### src/rtl/ula_multiciclo.sv
`default_nettype none
// ============================================================================
//  Module      : ula_multiciclo
//  Description : N-bit ALU with a start/busy/done handshake. Six single-cycle
//                opcodes and two iterative ones (shift-add MUL and restoring
//                DIV), each taking N steps. Operands are captured at
//                acceptance. Results and flags are registered.
//  Revision    : 1.0 - initial release
// ============================================================================
module ula_multiciclo #(
    parameter int N = 8
) (
    input  logic         clk,
    input  logic         rst_n,
    input  logic         start_i,
    input  logic [2:0]   opcode_i,
    input  logic [N-1:0] a_i,
    input  logic [N-1:0] b_i,
    output logic [N-1:0] s_o,
    output logic [N-1:0] s_hi_o,
    output logic         carry_o,
    output logic         zero_o,
    output logic         negative_o,
    output logic         overflow_o,
    output logic         busy_o,
    output logic         done_o
);

    localparam int          CW     = $clog2(N + 1);
    localparam logic [CW-1:0] LAST = CW'(N - 1);

    localparam logic [2:0] OP_ADD = 3'b000;
    localparam logic [2:0] OP_SUB = 3'b001;
    localparam logic [2:0] OP_AND = 3'b010;
    localparam logic [2:0] OP_OR  = 3'b011;
    localparam logic [2:0] OP_XOR = 3'b100;
    localparam logic [2:0] OP_SLT = 3'b101;
    localparam logic [2:0] OP_MUL = 3'b110;

    typedef enum logic [1:0] {
        ST_IDLE = 2'd0,
        ST_EXEC = 2'd1,
        ST_ITER = 2'd2
    } state_t;

    state_t        state_q, state_d;
    logic [2:0]    op_q, op_d;
    logic [N-1:0]  a_q, a_d, b_q, b_d;
    logic [CW-1:0] cnt_q, cnt_d;
    logic [N-1:0]  hi_q, hi_d, lo_q, lo_d;
    logic [N-1:0]  s_q, s_d, shi_q, shi_d;
    logic          c_q, c_d, z_q, z_d, n_q, n_d, v_q, v_d, done_q, done_d;

    logic [N:0]    w_add, w_sub, w_mul_sum, w_div_shift, w_div_trial;
    logic [N-1:0]  w_exec_s, w_mul_hi, w_mul_lo, w_div_hi, w_div_lo;
    logic          w_exec_c, w_exec_v, w_div_ge;

    // Single-cycle datapath for the EXEC opcodes, working on captured operands
    always_comb begin
        w_add    = {1'b0, a_q} + {1'b0, b_q};
        w_sub    = {1'b0, a_q} - {1'b0, b_q};
        w_exec_s = '0;
        w_exec_c = 1'b0;
        w_exec_v = 1'b0;
        case (op_q)
            OP_ADD: begin
                w_exec_s = w_add[N-1:0];
                w_exec_c = w_add[N];
                w_exec_v = (a_q[N-1] == b_q[N-1]) && (w_add[N-1] != a_q[N-1]);
            end
            OP_SUB: begin
                w_exec_s = w_sub[N-1:0];
                w_exec_c = w_sub[N];  // borrow out == unsigned a < b
                w_exec_v = (a_q[N-1] != b_q[N-1]) && (w_sub[N-1] != a_q[N-1]);
            end
            OP_AND:  w_exec_s = a_q & b_q;
            OP_OR:   w_exec_s = a_q | b_q;
            OP_XOR:  w_exec_s = a_q ^ b_q;
            OP_SLT:  w_exec_s = {{(N-1){1'b0}}, ($signed(a_q) < $signed(b_q))};
            default: w_exec_s = '0;
        endcase
    end

    // One iteration step: shift-add multiply (product in {hi,lo}) and
    // restoring divide (remainder in hi, quotient shifted into lo).
    // A zero divisor naturally yields an all-ones quotient and remainder = a.
    always_comb begin
        w_mul_sum   = {1'b0, hi_q} + (lo_q[0] ? {1'b0, b_q} : '0);
        w_mul_hi    = w_mul_sum[N:1];
        w_mul_lo    = {w_mul_sum[0], lo_q[N-1:1]};
        w_div_shift = {hi_q, lo_q[N-1]};
        w_div_trial = w_div_shift - {1'b0, b_q};
        w_div_ge    = (w_div_shift >= {1'b0, b_q});
        w_div_hi    = w_div_ge ? w_div_trial[N-1:0] : w_div_shift[N-1:0];
        w_div_lo    = {lo_q[N-2:0], w_div_ge};
    end

    // Next-state, operand capture and result write-back
    always_comb begin
        state_d = state_q;
        op_d    = op_q;
        a_d     = a_q;
        b_d     = b_q;
        cnt_d   = cnt_q;
        hi_d    = hi_q;
        lo_d    = lo_q;
        s_d     = s_q;
        shi_d   = shi_q;
        c_d     = c_q;
        z_d     = z_q;
        n_d     = n_q;
        v_d     = v_q;
        done_d  = 1'b0;
        case (state_q)
            ST_IDLE: begin
                if (start_i) begin
                    op_d  = opcode_i;
                    a_d   = a_i;
                    b_d   = b_i;
                    cnt_d = '0;
                    hi_d  = '0;
                    lo_d  = a_i;
                    state_d = (opcode_i[2:1] == 2'b11) ? ST_ITER : ST_EXEC;
                end
            end
            ST_EXEC: begin
                s_d     = w_exec_s;
                shi_d   = '0;
                c_d     = w_exec_c;
                z_d     = (w_exec_s == '0);
                n_d     = w_exec_s[N-1];
                v_d     = w_exec_v;
                done_d  = 1'b1;
                state_d = ST_IDLE;
            end
            ST_ITER: begin
                hi_d  = (op_q == OP_MUL) ? w_mul_hi : w_div_hi;
                lo_d  = (op_q == OP_MUL) ? w_mul_lo : w_div_lo;
                cnt_d = cnt_q + CW'(1);
                if (cnt_q == LAST) begin
                    s_d   = lo_d;
                    shi_d = hi_d;
                    if (op_q == OP_MUL) begin
                        c_d = (hi_d != '0);
                        z_d = ({hi_d, lo_d} == '0);
                        n_d = hi_d[N-1];
                        v_d = 1'b0;
                    end else begin
                        c_d = 1'b0;
                        z_d = (lo_d == '0);
                        n_d = lo_d[N-1];
                        v_d = (b_q == '0);
                    end
                    done_d  = 1'b1;
                    state_d = ST_IDLE;
                end
            end
            default: state_d = ST_IDLE;
        endcase
    end

    // State and datapath registers with asynchronous clear
    always_ff @(posedge clk or negedge rst_n) begin
        if (!rst_n) begin
            state_q <= ST_IDLE;
            op_q    <= '0;
            a_q     <= '0;
            b_q     <= '0;
            cnt_q   <= '0;
            hi_q    <= '0;
            lo_q    <= '0;
            s_q     <= '0;
            shi_q   <= '0;
            c_q     <= 1'b0;
            z_q     <= 1'b0;
            n_q     <= 1'b0;
            v_q     <= 1'b0;
            done_q  <= 1'b0;
        end else begin
            state_q <= state_d;
            op_q    <= op_d;
            a_q     <= a_d;
            b_q     <= b_d;
            cnt_q   <= cnt_d;
            hi_q    <= hi_d;
            lo_q    <= lo_d;
            s_q     <= s_d;
            shi_q   <= shi_d;
            c_q     <= c_d;
            z_q     <= z_d;
            n_q     <= n_d;
            v_q     <= v_d;
            done_q  <= done_d;
        end
    end

    assign s_o        = s_q;
    assign s_hi_o     = shi_q;
    assign carry_o    = c_q;
    assign zero_o     = z_q;
    assign negative_o = n_q;
    assign overflow_o = v_q;
    assign done_o     = done_q;
    assign busy_o     = (state_q != ST_IDLE);

endmodule
`default_nettype wire

### config.mk
export PLATFORM = sky130hd
export DESIGN_NAME = ula_multiciclo
export DESIGN_NICKNAME = d
export VERILOG_FILES = /design/src/rtl/ula_multiciclo.sv
export SDC_FILE = /design/constraint.sdc
export NUM_CORES = 1
export LEC_CHECK = 0
export CAP_MARGIN = 15
export CORE_MARGIN = 2
export CORE_UTILIZATION = 35
export DETAILED_ROUTE_END_ITERATION = 6
export SYNTH_ARGS = -nofsm -noshare
export SYNTH_HDL_FRONTEND = slang
export SYNTH_SLANG_ARGS = --single-unit
### constraint.sdc
create_clock -name clk -period 5.4 [get_ports clk]
set_clock_uncertainty 0.2 [all_clocks]
set_input_delay 0.81 -clock clk [delete_from_list [all_inputs] [get_ports clk]]
set_output_delay 0.81 -clock clk [all_outputs]
set_load 0.01 [all_outputs]
==> impl_results.md <==
* Final Hold Vio Count at 0
* Placed Cells incl. Taps at 770
* Core Region at 13900 sq um
* Number of max-capacitance violations reported at 0
* Hold buffer count at cts at 0
* CTS-repair resized insts at 0
* Number of setup violations in the final report at 0
* Vias at between 4k and 5k
* DRC violations left at 0
* Final worst path period share at 62.6%
* Die height at about 120 microns
* Clock latency at the later pin of the worst-skew pair at roughly 0.34 ns
* Startpoint kind of the worst setup timing path: flip-flop
* Global-route wire length before repair at roughly 24000 microns
* EDFF count, synth at 0
* Worst-case clock buffer depth at 2
* Launch point of the worst reg-to-reg path: lo_q[0]
* Worst Hold Class: flip-flop to flip-flop
* Most used flip-flop cell after synthesis: dfrtp_1
* Net count of the finished layout at 673
* Register bit total from synthesis at 62
* I/O pin count at 44
* Per-cell routed wire length at approximately 19 microns
* Initial DRC count at approximately 300
* Sum of net half-perimeters after detailed placement at between 10000 and 15000 microns
* Number of clock sinks at between 60 and 70
* Filler instances at 1378
* Chip width at between 100 and 150 microns
* Final critical delay including setup and external delays at 3.38 ns
* First element of the critical path: lo_q[0]
* FP Rows at 43
* Post-CTS setup-driven buffer insertion count at 0
* Launch instance of the worst min-delay path: s_hi_o[4]
* Pwr per Cell Area at around 720 nW/um^2
* Highest Clock Rate at ~300 MHz
* Critical Path AT at about 3.4 ns
* Max-slew violations at 0
* Crit end category: flip-flop
* Setup CP Type: flip-flop to flip-flop
* Via count of the first global-routing pass at approximately 4.5k
* Final non-filler cell total at 786
* Setup repair after global routing missed its margin: false
* Total power of the final layout at between 4000 and 5000 uW
* Clock transition at the registers of the reported paths at roughly 0.060 ns
* Post-DP Area at 5550 sq um
* Residual overflow from global routing at 0
* Die Outline Area at between 15000 and 20000 sq um
* Netlist area before placement at 5010 sq um
* Initial core utilization at between 30% and 40%
* Fraction of layout cells with a size suffix above 1 at 10.6%
* Vias per std cell at 5.69
* Number of nets in the synthesized netlist at about 640
* CTS tree: done
* Global-route usage over all layers at about a fifth
* Wire length reported by the detailed router at between 10000 and 15000 microns
* Initial antenna violation count at 0
* Maximum fanout along the worst path at 11
* First-pass iteration count of the detailed router at 5
* Seq/Total Area, Yosys at 30.9%
* Slew Limit Headroom at approximately 31%
* Inserted Diodes at 0
* Total negative setup slack at 0 ns
* I/O Buffers at 43
* Average footprint of a synthesized cell at 8.78 sq um
* Result of the run: completed
* Async set or reset register ratio after synthesis at 100%
* Library cells used by synthesis at approximately 70
* Weighted congestion reported at the end of routability-driven placement at slightly above 0.9
* Synthesized instance count at between 500 and 600
* Maximum VDD drop at approximately 0.00025 V
* Count of H-tree levels built during CTS at 3
* Area growth from synthesis to layout at 16.9%
* Number of buffers inserted during clock tree synthesis at 9
* Slew of the pin with the lowest slew margin at approximately 1.0 ns
* Post-route cell area at roughly 5900 sq um
* Pin count of the biggest net entering global routing at 63
* Yosys warning count at 0
* Antenna Nets Post-Route at 0
* Pleak at between 0.002 and 0.003 uW
* Root buffer selected by CTS: clkbuf_16
* Data required time at the worst endpoint at ~5.4 ns
[synth_stat cells (3+ instances only)]
cell | count | share of area (%)
dfrtp_1 | 62 | 31
nand2_1 | 51 | 3.8
ha_1 | 46 | 11
o21ai_0 | 45 | 4.5
nor2_1 | 39 | 2.9
a21oi_1 | 34 | 3.4
inv_1 | 28 | 2.1
mux2_2 | 19 | 4.3
nand3_1 | 17 | 1.7
nor3_1 | 17 | 1.7
mux2i_1 | 15 | 3.0
a22oi_1 | 13 | 1.9
clkbuf_1 | 13 | 0.97
xnor2_1 | 13 | 2.3
a31oi_1 | 9 | 1.1
and2_1 | 9 | 1.1
nor2b_1 | 9 | 1.1
o21a_1 | 9 | 1.3
a21o_1 | 8 | 1.2
buf_2 | 8 | 0.80
nor4_1 | 6 | 0.75
o211ai_1 | 6 | 0.90
o22ai_1 | 6 | 0.75
a22o_1 | 5 | 0.87
nand4_1 | 5 | 0.62
a211o_1 | 4 | 0.70
fa_1 | 4 | 1.6
o22a_1 | 4 | 0.70
o31ai_1 | 4 | 0.60
buf_4 | 3 | 0.45
nand3b_1 | 3 | 0.45
nor3b_2 | 3 | 0.75
o21bai_1 | 3 | 0.45
xor2_1 | 3 | 0.52
[final timing paths]
kind / end / slack (ns) / cells past startpoint
min in group asynchronous: hi_q[0] / 0.44 / 2
max: carry_o / 2.02 / 11
max in group asynchronous: a_q[2] / 3.99 / 2
min: s_hi_o[4] / 0.27 / 2
min reg2reg: s_hi_o[4] / 0.27 / 2
max reg2reg: carry_o / 2.02 / 11
[per-stage QoR]
stage / util (%) / setup slack (ns) / hold WS [ns]
after global routing: 42.1 / 1.81 / 0.305
after floorplan: - / 2.46 / 0.273
after CTS: 42.1 / 2.06 / 0.273
final: 42.1 / 2.02 / 0.268
after detailed placement: 39.8 / 2.08 / 0.260
after global placement: 39.8 / 2.08 / 0.261
[critical path: stages (launching register included)]
cell and delay [ns]:
dfrtp_1 0.51, and2_1 0.20, ha_1 0.21, fa_1 0.43, a211o_1 0.30, a21o_1 0.20
a21oi_1 0.24, xnor2_1 0.15, nor2_1 0.06, a21oi_1 0.31, and4b_1 0.33, o211ai_1 0.12
[metal layers]
| layer | up-vias | share of wire, % | global-route usage, % |
|---|---|---|---|
| met5 | - | 0 | 0 |
| met4 | 0 | 3.6 | 10.2 |
| met3 | 31 | 5.2 | 3.21 |
| met2 | 160 | 46 | 33.1 |
| met1 | 2150 | 45 | 27.8 |
| li1 | 2132 | - | - |
[where the power goes]
group          total (uW)  internal [uW]  leakage [uW]  switching, uW
combinational        2700           1120       0.00160           1570
sequential            942            644      0.000781            297
clock                 609            381      0.000144            227
total                4250           2150       0.00252           2100
[area by class of cell]
class                           instances  area (sq um)  share of cell area (%)
Multi-Input combinational cell        451          3200                    54.7
Clock buffer                           11           253                    4.31
Inverter                               29           109                    1.86
Timing Repair Buffer                   48           463                    7.90
Tap cell                              180           225                    3.84
Clock inverter                          5          57.6                   0.982
Sequential cell                        62          1550                    26.5
[cells by family after synthesis]
| family | count (synthesis) | synth area share [%] |
|---|---|---|
| muxes | 34 | 7.26 |
| xor gates and xnor gates | 16 | 2.80 |
| and+or+nand+nor | 170 | 16.5 |
| adders and majority gates | 50 | 13.1 |
| AOI/OAI and AO/OA | 181 | 24.3 |
| buffers and inverters | 58 | 5.14 |
| DFF | 62 | 30.9 |
[placed cells by master, fill, tap and decap left out, types with 15 or more instances in the layout]
master | netlist | layout
a21oi_1 | 34 | 34
clkdlybuf4s50_1 | 0 | 42
dfrtp_1 | 62 | 62
ha_1 | 46 | 46
inv_1 | 28 | 28
mux2_2 | 19 | 19
mux2i_1 | 15 | 15
nand2_1 | 51 | 51
nand3_1 | 17 | 17
nor2_1 | 39 | 39
nor3_1 | 17 | 17
o21ai_0 | 45 | 45
[flip-flops by register name, summed over array words and instances (netlist names), 3 cells and up]
name    count
cnt_q       4
s_hi_o      8
b_q         8
lo_q        8
s_o         8
hi_q        8
op_q        3
a_q         8
Note: power is estimated with default switching activity, not from simulation.
